<file path="config.mk">
export PLATFORM = sky130hd
export DESIGN_NAME = clk_div_prog_flat
export DESIGN_NICKNAME = d
export VERILOG_FILES = /design/src/rtl/clk_div_if.sv /design/src/rtl/clk_div_prog.sv /design/src/flat_wrapper.sv
export SDC_FILE = /design/constraint.sdc
export NUM_CORES = 1
export LEC_CHECK = 0
export BUFFER_PORTS_ARGS = -buffer_cell sky130_fd_sc_hd__buf_2
export CAP_MARGIN = 40
export CELL_PAD_IN_SITES_DETAIL_PLACEMENT = 1
export CELL_PAD_IN_SITES_GLOBAL_PLACEMENT = 1
export CORE_ASPECT_RATIO = 0.75
export CORE_MARGIN = 5
export CORE_UTILIZATION = 41
export DETAILED_ROUTE_END_ITERATION = 7
export PLACE_DENSITY = 0.85
export SETUP_SLACK_MARGIN = 0.15
export SYNTH_ARGS = -nofsm -noshare
export SYNTH_HDL_FRONTEND = slang
export SYNTH_SLANG_ARGS = --single-unit
</file>
<file path="constraint.sdc">
create_clock -name clk -period 1.8 [get_ports clk]
set_input_delay 0.36 -clock clk [delete_from_list [all_inputs] [get_ports clk]]
set_output_delay 0.36 -clock clk [all_outputs]
set_load 0.03 [all_outputs]
</file>
<file path="src/rtl/clk_div_if.sv">
// clk_div_if: channel enables, half-period write port and per-channel outputs of clk_div_prog.
interface clk_div_if #(
    parameter int NUM_CH   = 2,
    parameter int CNT_W    = 9,
    parameter int CH_IDX_W = 1
);
    logic [NUM_CH-1:0]   ch_en;
    logic                wr_en;
    logic [CH_IDX_W-1:0] wr_ch;
    logic [CNT_W-1:0]    wr_data;
    logic [NUM_CH-1:0]   clk_out;
    logic [NUM_CH-1:0]   tick;
    logic [NUM_CH-1:0]   pending;
    modport master(output ch_en, wr_en, wr_ch, wr_data, input clk_out, tick, pending);
    modport slave(input ch_en, wr_en, wr_ch, wr_data, output clk_out, tick, pending);
endinterface

</file>
<file path="src/rtl/clk_div_prog.sv">
// clk_div_prog: multi-channel programmable divider with glitch-free deferred half-period loads.
// Optional CLKDIV_SYNC_EN adds sync_i, which phase-aligns all channels.
module clk_div_prog #(
    parameter int NUM_CH     = 2,
    parameter int CNT_W      = 9,
    parameter int RESET_HALF = 499,
    parameter int CH_IDX_W   = 1
) (
    input logic       clk,
    input logic       reset,
`ifdef CLKDIV_SYNC_EN
    input logic       sync_i,
`endif
    clk_div_if.slave  bus
);
    for (genvar c = 0; c < NUM_CH; c++) begin : g_ch
        logic [CNT_W-1:0] cnt, active_half, shadow;
        logic co, tk, pd, tc, run, wr;
        assign tc = cnt == active_half;
        assign wr = bus.wr_en && bus.wr_ch == CH_IDX_W'(c);
`ifdef CLKDIV_SYNC_EN
        assign run = bus.ch_en[c] && !sync_i;
`else
        assign run = bus.ch_en[c];
`endif
        always_ff @(posedge clk) begin
            if (reset) begin
                cnt         <= '0;
                co          <= 1'b0;
                tk          <= 1'b0;
                pd          <= 1'b0;
                active_half <= CNT_W'(RESET_HALF);
                shadow      <= CNT_W'(RESET_HALF);
            end else begin
`ifdef CLKDIV_SYNC_EN
                if (sync_i) begin
                    cnt <= '0;
                    co  <= 1'b0;
                end
`endif
                tk <= run && tc;
                if (run) begin
                    cnt <= tc ? '0 : cnt + 1'b1;
                    co  <= co ^ tc;
                end
                if (run && tc && pd) begin
                    active_half <= shadow;
                    pd          <= 1'b0;
                end
                // a write lands after the terminal count so it is deferred to the next one
                if (wr) begin
                    shadow <= bus.wr_data;
                    pd     <= bus.ch_en[c];
                    if (!bus.ch_en[c]) begin
                        active_half <= bus.wr_data;
                        cnt         <= '0;
                    end
                end
            end
        end
        assign bus.clk_out[c] = co;
        assign bus.tick[c]    = tk;
        assign bus.pending[c] = pd;
    end
endmodule

</file>
<file path="src/flat_wrapper.sv">
// flat-port wrapper written by rule: the top's interface ports become plain ports
module clk_div_prog_flat 
#(
    parameter int NUM_CH     = 2,
    parameter int CNT_W      = 9,
    parameter int RESET_HALF = 499,
    parameter int CH_IDX_W   = 1
)
  (clk, reset, bus_ch_en, bus_wr_en, bus_wr_ch, bus_wr_data, bus_clk_out, bus_tick, bus_pending);
  clk_div_if #(.NUM_CH(NUM_CH), .CNT_W(CNT_W), .CH_IDX_W(CH_IDX_W)) bus_i ();
  input logic clk;
  input logic reset;
  input wire logic [$bits(bus_i.ch_en)-1:0] bus_ch_en;
  input wire logic [$bits(bus_i.wr_en)-1:0] bus_wr_en;
  input wire logic [$bits(bus_i.wr_ch)-1:0] bus_wr_ch;
  input wire logic [$bits(bus_i.wr_data)-1:0] bus_wr_data;
  output wire logic [$bits(bus_i.clk_out)-1:0] bus_clk_out;
  output wire logic [$bits(bus_i.tick)-1:0] bus_tick;
  output wire logic [$bits(bus_i.pending)-1:0] bus_pending;
  assign bus_i.ch_en = bus_ch_en;
  assign bus_i.wr_en = bus_wr_en;
  assign bus_i.wr_ch = bus_wr_ch;
  assign bus_i.wr_data = bus_wr_data;
  assign bus_clk_out = bus_i.clk_out;
  assign bus_tick = bus_i.tick;
  assign bus_pending = bus_i.pending;
  clk_div_prog #(.NUM_CH(NUM_CH), .CNT_W(CNT_W), .RESET_HALF(RESET_HALF), .CH_IDX_W(CH_IDX_W)) u_core (.clk(clk), .reset(reset), .bus(bus_i));
endmodule
</file>
==> results of run 1 <==
-- stage by stage --
stage,util,std cells,TNS (ps)
5_1_grt,0.565,480,-1160
3_3_place_gp,0.466,453,0
6_report,0.565,480,-713
2_1_floorplan,-,344,0
3_5_place_dp,0.466,453,-30.7
4_1_cts,0.508,469,0
-- final cells by class --
| type | count | share of cell area |
|---|---|---|
| multi-input combinational | 251 | 0.493 |
| tap | 98 | 0.0315 |
| timing repair buffer | 54 | 0.104 |
| clock inverter | 4 | 0.0122 |
| clock buffer | 12 | 0.0398 |
| sequential | 60 | 0.318 |
| inverter | 1 | 0.000964 |
-- cells in the mapped netlist (all sizes together) --
cell	count
or4	7
xor2	22
nand2b	1
nand3b	10
buf	11
a211o	7
xnor2	11
a22o	1
a211oi	11
nor2b	2
nand2	32
nand3	16
and4	2
nor4	9
and2	6
nand4	8
ha	2
mux2i	4
dfxtp	60
and3	16
nor2	33
clkbuf	21
o21ai	1
a21boi	2
a31oi	10
or2	8
inv	1
a21oi	6
a32oi	1
o41ai	7
nor3	16
-- worst reg2reg max path: stages (launching register included) --
cell and delay [ps]:
dfxtp_1 430, xor2_1 140, nor3_2 380, and4_4 340, buf_8 150, buf_6 120, nor4_4 30, a211oi_1 250
-- timing repair --
action                                  4_1_cts  5_1_grt
setup buffers                                 0        9
cloned                                        0        2
gates resized for setup                      20       64
pin swaps                                     6       30
endpoints found under the setup margin       18       29
-- power breakdown --
part	total (mW)	switching, mW	internal, mW
clock	1.28	0.568	0.711
combinational	0.341	0.204	0.137
sequential	1.42	0.0501	1.37
total	3.04	0.822	2.22
-- state kept, by name, summed over array words and instances (netlist names) --
register and flops:
u_core.g_ch.tk 2, u_core.g_ch.co 2, u_core.g_ch.pd 2, u_core.g_ch.shadow 18, u_core.g_ch.cnt 18, u_core.g_ch.active_half 18
-- cell usage in the layout, fill, tap and decap left out, types with 5 or more instances in the layout --
| cell | n |
|---|---|
| dfxtp_4 | 5 |
| and3_1 | 16 |
| nand2_1 | 31 |
| buf_6 | 5 |
| buf_4 | 25 |
| a31oi_1 | 9 |
| dfxtp_2 | 16 |
| nor4_4 | 6 |
| nand3_1 | 14 |
| nand4_1 | 7 |
| nor3_1 | 15 |
| nand3b_1 | 10 |
| nor2_1 | 33 |
| or4_1 | 5 |
| dfxtp_1 | 39 |
| a211o_1 | 7 |
| xor2_1 | 21 |
| a21oi_1 | 6 |
| xnor2_2 | 5 |
| a211oi_1 | 7 |
| clkbuf_8 | 11 |
| and2_1 | 5 |
| buf_2 | 21 |
-- kinds of logic (layout without fill, tap and decap cells) --
| kind of cell | count (synthesis) | in the layout | share of synthesized area |
|---|---|---|---|
| buffers and inverters | 33 | 71 | 0.0544 |
| adder cells (fa/ha/maj) | 2 | 2 | 0.00851 |
| multiplexers | 4 | 4 | 0.0136 |
| AND/OR/NAND/NOR | 166 | 166 | 0.303 |
| XOR/XNOR | 33 | 33 | 0.0983 |
| AO/OA/AOI/OAI | 46 | 46 | 0.114 |
| flip-flops | 60 | 60 | 0.408 |
-- how the worst min path moves through the flow --
stage | start | cells after the start | slack, ps | to
detailed placement | u_core.g_ch[1].shadow[8] | 1 | 450 | u_core.g_ch[1].shadow[8]
global route | bus_wr_data[5] | 3 | 300 | u_core.g_ch[0].shadow[5]
global placement | u_core.g_ch[1].shadow[4] | 1 | 440 | u_core.g_ch[1].shadow[4]
finish | bus_wr_data[1] | 3 | 280 | u_core.g_ch[0].shadow[1]
floorplan | u_core.g_ch[1].shadow[0] | 1 | 430 | u_core.g_ch[1].shadow[0]
CTS | bus_wr_data[1] | 3 | 280 | u_core.g_ch[0].shadow[1]
-- routing by layer --
metal,vias to the layer above,routed length [um],GRT usage
li1,1287,-,-
met1,1421,4660,0.268
met2,133,4980,0.312
met3,21,753,0.0605
met4,0,193,0.0677
met5,-,0,0
==> reports/metrics.csv, run 1 <==
metric,value,unit
result of the run,"complete, but fails checks",
violated checks,negative setup slack,
arrival time worst endpoint,2190,ps
dominant cell type by area after synthesis,dfxtp_1,
flip-flop and latch count after synthesis,60,
Unique masters post-synth,39,
number of buffers on the longest clock path,2,
period utilisation layout,1.08,
Final Critical Period,1940,ps
Chip Width,108,um
"Hold Vio Cnt, Final",0,
CTS tree,built,
capturing point of the worst reg2reg path,u_core.g_ch[0].active_half[6],
height of the die,83.4,um
wire length of the first global-routing pass,14300,um
Pins Over Slew Limit,0,
Rel. slew slack,0.607,
worst-case hold slack,285,ps
Worst Reg-to-Reg Cells,7,
Via-to-Cell Ratio,5.96,
worst-case register-to-register setup slack,-140,ps
CTS Hold Buffers Added,0,
first drt pass iteration count,5,
number of rows in the core area,26,
buffers added on ports,20,
Syn Inst Count,344,
placed cell area,3210,um^2
count of nets after finishing,394,
number of antenna violations at the first check in global routing,0,
top cells by area in the synthesized netlist,"dfxtp_1, xor2_1, nor2_1",
global routing usage summed across all routing layers,0.202,
total CTS buffers,9,
area of the mapped netlist,2940,um^2
maximum capacitance violations,0,
number of buffer and inverter stages on the critical path,2,
count of final setup violators,10,
synth warn,0,
1st-iter DRT viols,226,
final routed wire length divided by cell count,22.1,um
Crit path max-delay family,simple AND/OR/NAND/NOR gates,
pre-CTS WS,-30.7,ps
multi-input logic area,1920,um^2
Detailed Route WL,10600,um
highest fanout seen on the critical path,6,
root buffer selected by CTS,clkbuf_8,
"final std cell area, no fill",3890,um^2
source of the worst register-to-register timing path,u_core.g_ch[0].cnt[7],
grt total ovfl,0,
share of final-layout standard cells stronger than drive strength 1,0.353,
power after layout,3.04,mW
Leakage,1.60,nW
class of the worst hold path,in -> reg,
area of all sequential standard cells,1240,um^2
max frequency,515,MHz
Clock Pin Slew Worst Setup and Hold Paths,70,ps
Setup crit start kind,flop,
syn_area_per_cell,8.55,um^2
sequence of cells on the critical path,xor2_1 -> nor3_2 -> and4_4 -> buf_8 -> buf_6 -> nor4_4 -> a211oi_1,
Antenna diodes,0,
RSZ-0062 raised after global routing,true,
Die Area,8990,um^2
Top-Level Pins,21,
via count,2862,
area share of the largest cell type after synthesis,0.408,
type of the worst setup path,reg -> reg,
clk_skew,10.4,ps
stages on the worst setup path,7,
setup slack after layout,-143,ps
worst ir drop on vdd,0.000385,V
pin count of the biggest net entering global routing,42,
Post-Syn Nets,361,
data required time of the worst path,2050,ps
pin slew with the least headroom to its limit,588,ps
Power per Cell Area,781,nW/um^2
slowest stage cell on the critical path,dfxtp_1,
floorplan core area,6900,um^2
sequential fraction of the synthesis area,0.408,
endpoint type of the worst setup path,flop,
count of fill cells added during filler insertion,781,
number of global-route vias before repair,2853,
crit path launch,u_core.g_ch[0].cnt[7],
Skew-Pair Late Insertion Delay,350,ps
CTS sink cnt,60,
Remaining DRCs,0,
starting utilization of the core area,0.427,
CTS HTree Levels,3,
layout overhead on the synthesized area,32.4,%
final weighted congestion of routability-driven global placement,0.917,
stage delay of the slowest cell on the critical path,430,ps
sum of net half-perimeters after detailed placement,5750,um
timing endpoint of the critical path,u_core.g_ch[0].active_half[6],
remaining antenna violation count,0,
Power figures use the tool's default switching activity.
==> run 2, diff against run 1 <==
Settings changed: CORE_UTILIZATION 41 to 43, CTS_BUF_LIST set to sky130_fd_sc_hd__clkbuf_4, PLACE_DENSITY 0.85 to 0.88.
==> run 2 against run 1 <==
  * The run still ends with negative setup slack left
  * Clock-buffer cell count shrank 2
  * First-iteration DRC count is 26% higher
  * Non-clock buffer count is 8 higher
  * Final area about the same
  * Via count grew 5.7%
  * Sequential cell count stayed put
  * Global-route usage increased by 4.7 points
  * Highest routed layer unchanged
  * Die area decreased by 4.2%
==> reports/metrics.csv, run 2 (synthesis gave the netlist of run 1 again) <==
metric,value,unit
result of the run,"complete, but fails checks",
violated checks,negative setup slack,
number of rows in the core area,26,
1st-iter DRT viols,284,
count of final setup violators,4,
Clock Pin Slew Worst Setup and Hold Paths,110,ps
Rel. slew slack,0.653,
highest fanout seen on the critical path,7,
grt total ovfl,0,
total CTS buffers,9,
period utilisation layout,1.05,
buffers added on ports,20,
accumulated negative setup slack,-157,ps
CTS HTree Levels,3,
count of nets after finishing,402,
Final Critical Period,1890,ps
first drt pass iteration count,6,
remaining antenna violation count,0,
Pins Over Slew Limit,0,
share of final-layout standard cells stronger than drive strength 1,0.356,
source of the worst register-to-register timing path,u_core.g_ch[1].cnt[7],
Leakage,1.69,nW
sum of net half-perimeters after detailed placement,5760,um
number of global-route vias before repair,3111,
final weighted congestion of routability-driven global placement,0.933,
"Hold Vio Cnt, Final",0,
layout overhead on the synthesized area,32.5,%
maximum capacitance violations,0,
arrival time worst endpoint,2240,ps
max frequency,530,MHz
pin count of the biggest net entering global routing,43,
Antenna diodes,0,
Setup crit start kind,flop,
Via-to-Cell Ratio,6.38,
biggest regs,"u_core.g_ch.active_half: 18 flops, u_core.g_ch.cnt: 18 flops, u_core.g_ch.shadow: 18 flops",
data required time of the worst path,2150,ps
starting utilization of the core area,0.437,
Die Area,8610,um^2
placed cell area,3200,um^2
setup slack after layout,-85.7,ps
CTS sink cnt,60,
Power per Cell Area,713,nW/um^2
worst ir drop on vdd,0.000401,V
Chip Width,106,um
wire length of the first global-routing pass,16400,um
"leading cell types in the layout, fill and taps excluded","dfxtp_1, nor2_1, nand2_1",
pin slew with the least headroom to its limit,516,ps
worst-case hold slack,201,ps
type of the worst setup path,reg -> reg,
startpoint of the lowest-slack hold path,bus_wr_data[4],
count of fill cells added during filler insertion,751,
Top-Level Pins,21,
class of the worst hold path,in -> reg,
crit path launch,u_core.g_ch[1].cnt[7],
"most common cell after layout, fill and taps aside",dfxtp_1,
root buffer selected by CTS,clkbuf_4,
CTS tree,built,
height of the die,81.6,um
global routing usage summed across all routing layers,0.249,
Remaining DRCs,0,
utilization of the core after routing,0.579,
endpoint type of the worst setup path,flop,
Skew-Pair Late Insertion Delay,460,ps
"final std cell area, no fill",3900,um^2
final routed wire length divided by cell count,24.7,um
number of buffers on the longest clock path,2,
CTS Hold Buffers Added,0,
via count,3024,
RSZ-0062 raised after global routing,true,
Detailed Route WL,11700,um
clk_skew,14.0,ps
floorplan core area,6730,um^2
number of antenna violations at the first check in global routing,0,
run 2: changes by cell type in the layout (fill, tap and decap cells not counted), moves of 3 or more:
cell,before,now
buf_6,5,10
clkinv_2,2,5
buf_4,25,28
nor4_1,1,7
clkbuf_4,0,10
nor4_4,6,1
clkbuf_8,11,0
run 2: through the flow:
stage | std cells | power [mW] | setup WS, ps
2_1_floorplan | 344 | 1.62 | 151
5_1_grt | 474 | 2.87 | -186
6_report | 474 | 2.78 | -85.7
4_1_cts | 462 | 2.69 | 84.2
3_5_place_dp | 440 | 1.72 | -16.6
3_3_place_gp | 440 | 1.71 | 53.8
run 2: report_power, final:
part	total [mW]	leakage [nW]	internal (mW)	switching [mW]
combinational	0.362	1.12	0.146	0.216
clock	0.990	0.0797	0.426	0.564
sequential	1.42	0.495	1.37	0.0541
run 2: per-layer routing:
layer,routed length (um),GRT usage
met3,912,0.0542
met2,5540,0.427
met1,4820,0.296
met5,0,0
met4,453,0.140
run 2: area by class of cell:
type | instances | area (um^2) | area share
Clock inverter | 6 | 55.1 | 0.0141
Inverter | 1 | 3.75 | 0.000963
Multi-Input combinational cell | 251 | 1920 | 0.493
Clock buffer | 10 | 75.1 | 0.0193
Tap cell | 84 | 105 | 0.0270
Timing Repair Buffer | 62 | 493 | 0.126
Sequential cell | 60 | 1240 | 0.319
run 2: worst paths after layout:
check / depth (start not counted) / slack [ps] / endpoint
max: 6 / -90 / u_core.g_ch[1].active_half[2]
min: 3 / 200 / u_core.g_ch[0].shadow[4]
max reg2reg: 6 / -90 / u_core.g_ch[1].active_half[2]
min reg2reg: 1 / 480 / u_core.g_ch[1].shadow[1]
run 2: what timing repair did:
item | CTS | global route
endpoints found under the setup margin | 16 | 31
pin swaps | 32 | 20
resized for setup | 47 | 43
cloned | 2 | 0
buffers inserted | 4 | 12
run 2: critical path, cell delays in order, from the launching register on:
cell	delay, ps
dfxtp_4	380
xnor2_4	190
nand3_2	140
buf_6	190
nor4_4	400
mux2i_1	160
a211oi_1	300
==> run 3, diff against run 2 <==
Settings changed: ABC_AREA set to 1, CORE_UTILIZATION 43 to 41.
==> run 3 against run 2 <==
  * The run now ends clean
  * Sequential share of layout area grew 4.2 points
  * Critical path depth shrank 5
  * Non-clock buffer count decreased by 34
  * Clock skew is 0.57 ps lower
  * Clock-buffer cell count rose by 2
==> reports/metrics.csv, run 3 <==
metric,value,unit
class of the worst hold path,in -> reg,
CTS HTree Levels,3,
arrival time worst endpoint,1240,ps
pin slew with the least headroom to its limit,389,ps
max frequency,626,MHz
most repeated cell in the gate-level netlist after synthesis,nand2_1,
"final std cell area, no fill",3350,um^2
number of buffers on the longest clock path,2,
sequence of cells on the critical path,buf_2,
1st-iter DRT viols,128,
dominant cell type by area after synthesis,dfxtp_1,
height of the die,84.1,um
area share of the largest cell type after synthesis,0.400,
Pins Over Slew Limit,0,
maximum capacitance violations,0,
power share of the sequential group,0.568,
share of final-layout standard cells stronger than drive strength 1,0.169,
Rel. slew slack,0.740,
biggest regs,"u_core.g_ch.active_half: 18 flops, u_core.g_ch.cnt: 18 flops, u_core.g_ch.shadow: 18 flops",
Power per Cell Area,756,nW/um^2
clk_skew,13.4,ps
P_int,1.80,mW
Switching Share,0.288,
worst ir drop on vdd,0.000316,V
total CTS buffers,9,
result of the run,"finished, final reports clean",
number of antenna violations at the first check in global routing,0,
period utilisation layout,0.887,
flip-flop and latch count after synthesis,60,
number of global-route vias before repair,2917,
Chip Width,109,um
power after layout,2.53,mW
Post-Syn Nets,452,
Setup crit start kind,flop,
"leading cell types in the layout, fill and taps excluded","nand2_1, dfxtp_1, nor2_1",
synth cell count leaders,"nand2_1, dfxtp_1, nor2_1, nand3_1, inv_1",
number of rows in the core area,27,
data required time of the worst path,1440,ps
dominant combinational cell family by area after synthesis,simple AND/OR/NAND/NOR gates,
Unique masters post-synth,29,
Detailed Route WL,8390,um
"Hold Vio Cnt, Final",0,
global routing usage summed across all routing layers,0.188,
simple-gate share of the synthesized area,0.360,
final standard cell count with taps included and fillers excluded,563,
Syn Inst Count,435,
source of the worst register-to-register timing path,u_core.g_ch[1].cnt[3],
Via-to-Cell Ratio,5.11,
"synthesized-area fraction occupied by ao, oa, aoi and oai cells",0.0792,
number of buffer and inverter stages on the critical path,1,
first drt pass iteration count,4,
syn_area_per_cell,6.90,um^2
sum of net half-perimeters after detailed placement,6140,um
timing endpoint of the critical path,bus_pending[0],
Leakage,1.58,nW
grt total ovfl,0,
setup slack after layout,203,ps
remaining antenna violation count,0,
Crit path max-delay family,flip-flops,
buffers added on ports,20,
Remaining DRCs,0,
Worst Reg-to-Reg Cells,9,
part of the total power dissipated in combinational logic,0.116,
"arithmetic-cell share of the synthesized area counting full adders, half adders and majority gates",0.00834,
pre-CTS WS,170,ps
top cells by area in the synthesized netlist,"dfxtp_1, nand2_1, nand3_1",
Die Area,9150,um^2
count of nets after finishing,474,
slowest stage cell on the critical path,dfxtp_1,
Cell Count Post-Placement,544,
stage delay of the slowest cell on the critical path,560,ps
RSZ-0062 raised after global routing,true,
Final Critical Period,1600,ps
area of the mapped netlist,3000,um^2
Skew-Pair Late Insertion Delay,410,ps
count of final setup violators,0,
CTS Hold Buffers Added,0,
worst-case register-to-register setup slack,240,ps
startpoint of the lowest-slack hold path,bus_wr_data[2],
placed cell area,3160,um^2
starting utilization of the core area,0.415,
pin count of the biggest net entering global routing,21,
fraction of synthesized area in multiplexers,0,
fraction of synthesis flops using an asynchronous set or reset pin,0,
final routed wire length divided by cell count,14.9,um
number of flops mapped to enable cells by yosys,0,
CTS tree,built,
Top-Level Pins,21,
stages on the worst setup path,1,
clock network power share,0.316,
endpoint type of the worst setup path,output pin,
"most common cell after layout, fill and taps aside",nand2_1,
synthesized-area fraction occupied by xor and xnor cells,0.0554,
sequential fraction of the synthesis area,0.400,
Antenna diodes,0,
wire length of the first global-routing pass,13700,um
power spent charging and discharging nets,0.729,mW
via count,2876,
CTS sink cnt,60,
floorplan core area,7230,um^2
synth warn,0,
dominant register cell in the synthesized netlist,dfxtp_1,
layout overhead on the synthesized area,11.5,%
final weighted congestion of routability-driven global placement,0.846,
type of the worst setup path,reg -> out,
root buffer selected by CTS,clkbuf_4,
accumulated negative setup slack,0,ps
crit path launch,u_core.g_ch[0].pd,
highest fanout seen on the critical path,6,
Clock Pin Slew Worst Setup and Hold Paths,100,ps
capturing point of the worst reg2reg path,u_core.g_ch[1].active_half[1],
run 3: cell types whose count changed after synthesis, moves of 15 or more:
| cell | before | now |
|---|---|---|
| inv_1 | 1 | 36 |
| nand2_1 | 32 | 129 |
| nand3_1 | 16 | 37 |
| and3_1 | 16 | 1 |
| a21oi_1 | 6 | 27 |
run 3: worst register-to-register path, cell delays in order (launching register included):
cell and delay, ps:
dfxtp_1 390, inv_1 120, nand2_1 60, nand2_1 100, nand3_1 130, nor2_4 150, nand4_2 220, nand2_1 140
nand2_1 60, o21ai_1 120
run 3: layer usage:
layer / GRT usage / routed length, um
met1: 0.235 / 3850
met2: 0.308 / 3990
met3: 0.0596 / 379
met4: 0.0596 / 166
met5: 0 / 0
run 3: worst min path at each step:
stage | end | slack, ps | cells past startpoint
after global routing | u_core.g_ch[1].shadow[0] | 210 | 3
after detailed placement | u_core.g_ch[0].shadow[6] | 450 | 2
after global placement | u_core.g_ch[0].shadow[1] | 440 | 2
after floorplan | u_core.g_ch[0].shadow[0] | 430 | 2
after CTS | u_core.g_ch[1].shadow[1] | 210 | 3
final | u_core.g_ch[1].shadow[2] | 220 | 3
run 3: logic make-up after synthesis:
kind of cell               after synthesis
DFF                                     60
buffers and inverters                   65
xor gates and xnor gates                19
and+or+nand+nor                        242
adders and majority gates                2
AOI/OAI and AO/OA                       47
run 3: area by class of cell:
class,instances,area (um^2)
Tap cell,101,126
Fill cell,980,3880
Sequential cell,60,1210
Clock inverter,4,16.3
Timing Repair Buffer,28,160
Inverter,46,173
Clock buffer,12,90.1
Multi-Input combinational cell,312,1570
run 3: power by group through the flow:
| stage | clock network (mW) | logic (mW) | registers (mW) |
|---|---|---|---|
| after global routing | 0.884 | 0.330 | 1.44 |
| after CTS | 0.819 | 0.287 | 1.43 |
| after floorplan | 0 | 0.202 | 1.45 |
| final | 0.800 | 0.293 | 1.44 |
| after detailed placement | 0 | 0.284 | 1.46 |
| after global placement | 0 | 0.269 | 1.46 |
run 3: stage by stage:
step | hold slack [ps] | utilization
floorplan | 430 | -
global placement | 442 | 0.437
detailed placement | 454 | 0.437
CTS | 208 | 0.452
global route | 209 | 0.463
finish | 220 | 0.463
run 3: what timing repair did:
action | CTS | global route
gates cloned | 0 | 2
buffers inserted | 0 | 1
endpoints found under the setup margin | 1 | 28
resized for setup | 1 | 14
hold endpoints to repair | 0 | 0
pin swaps | 0 | 2
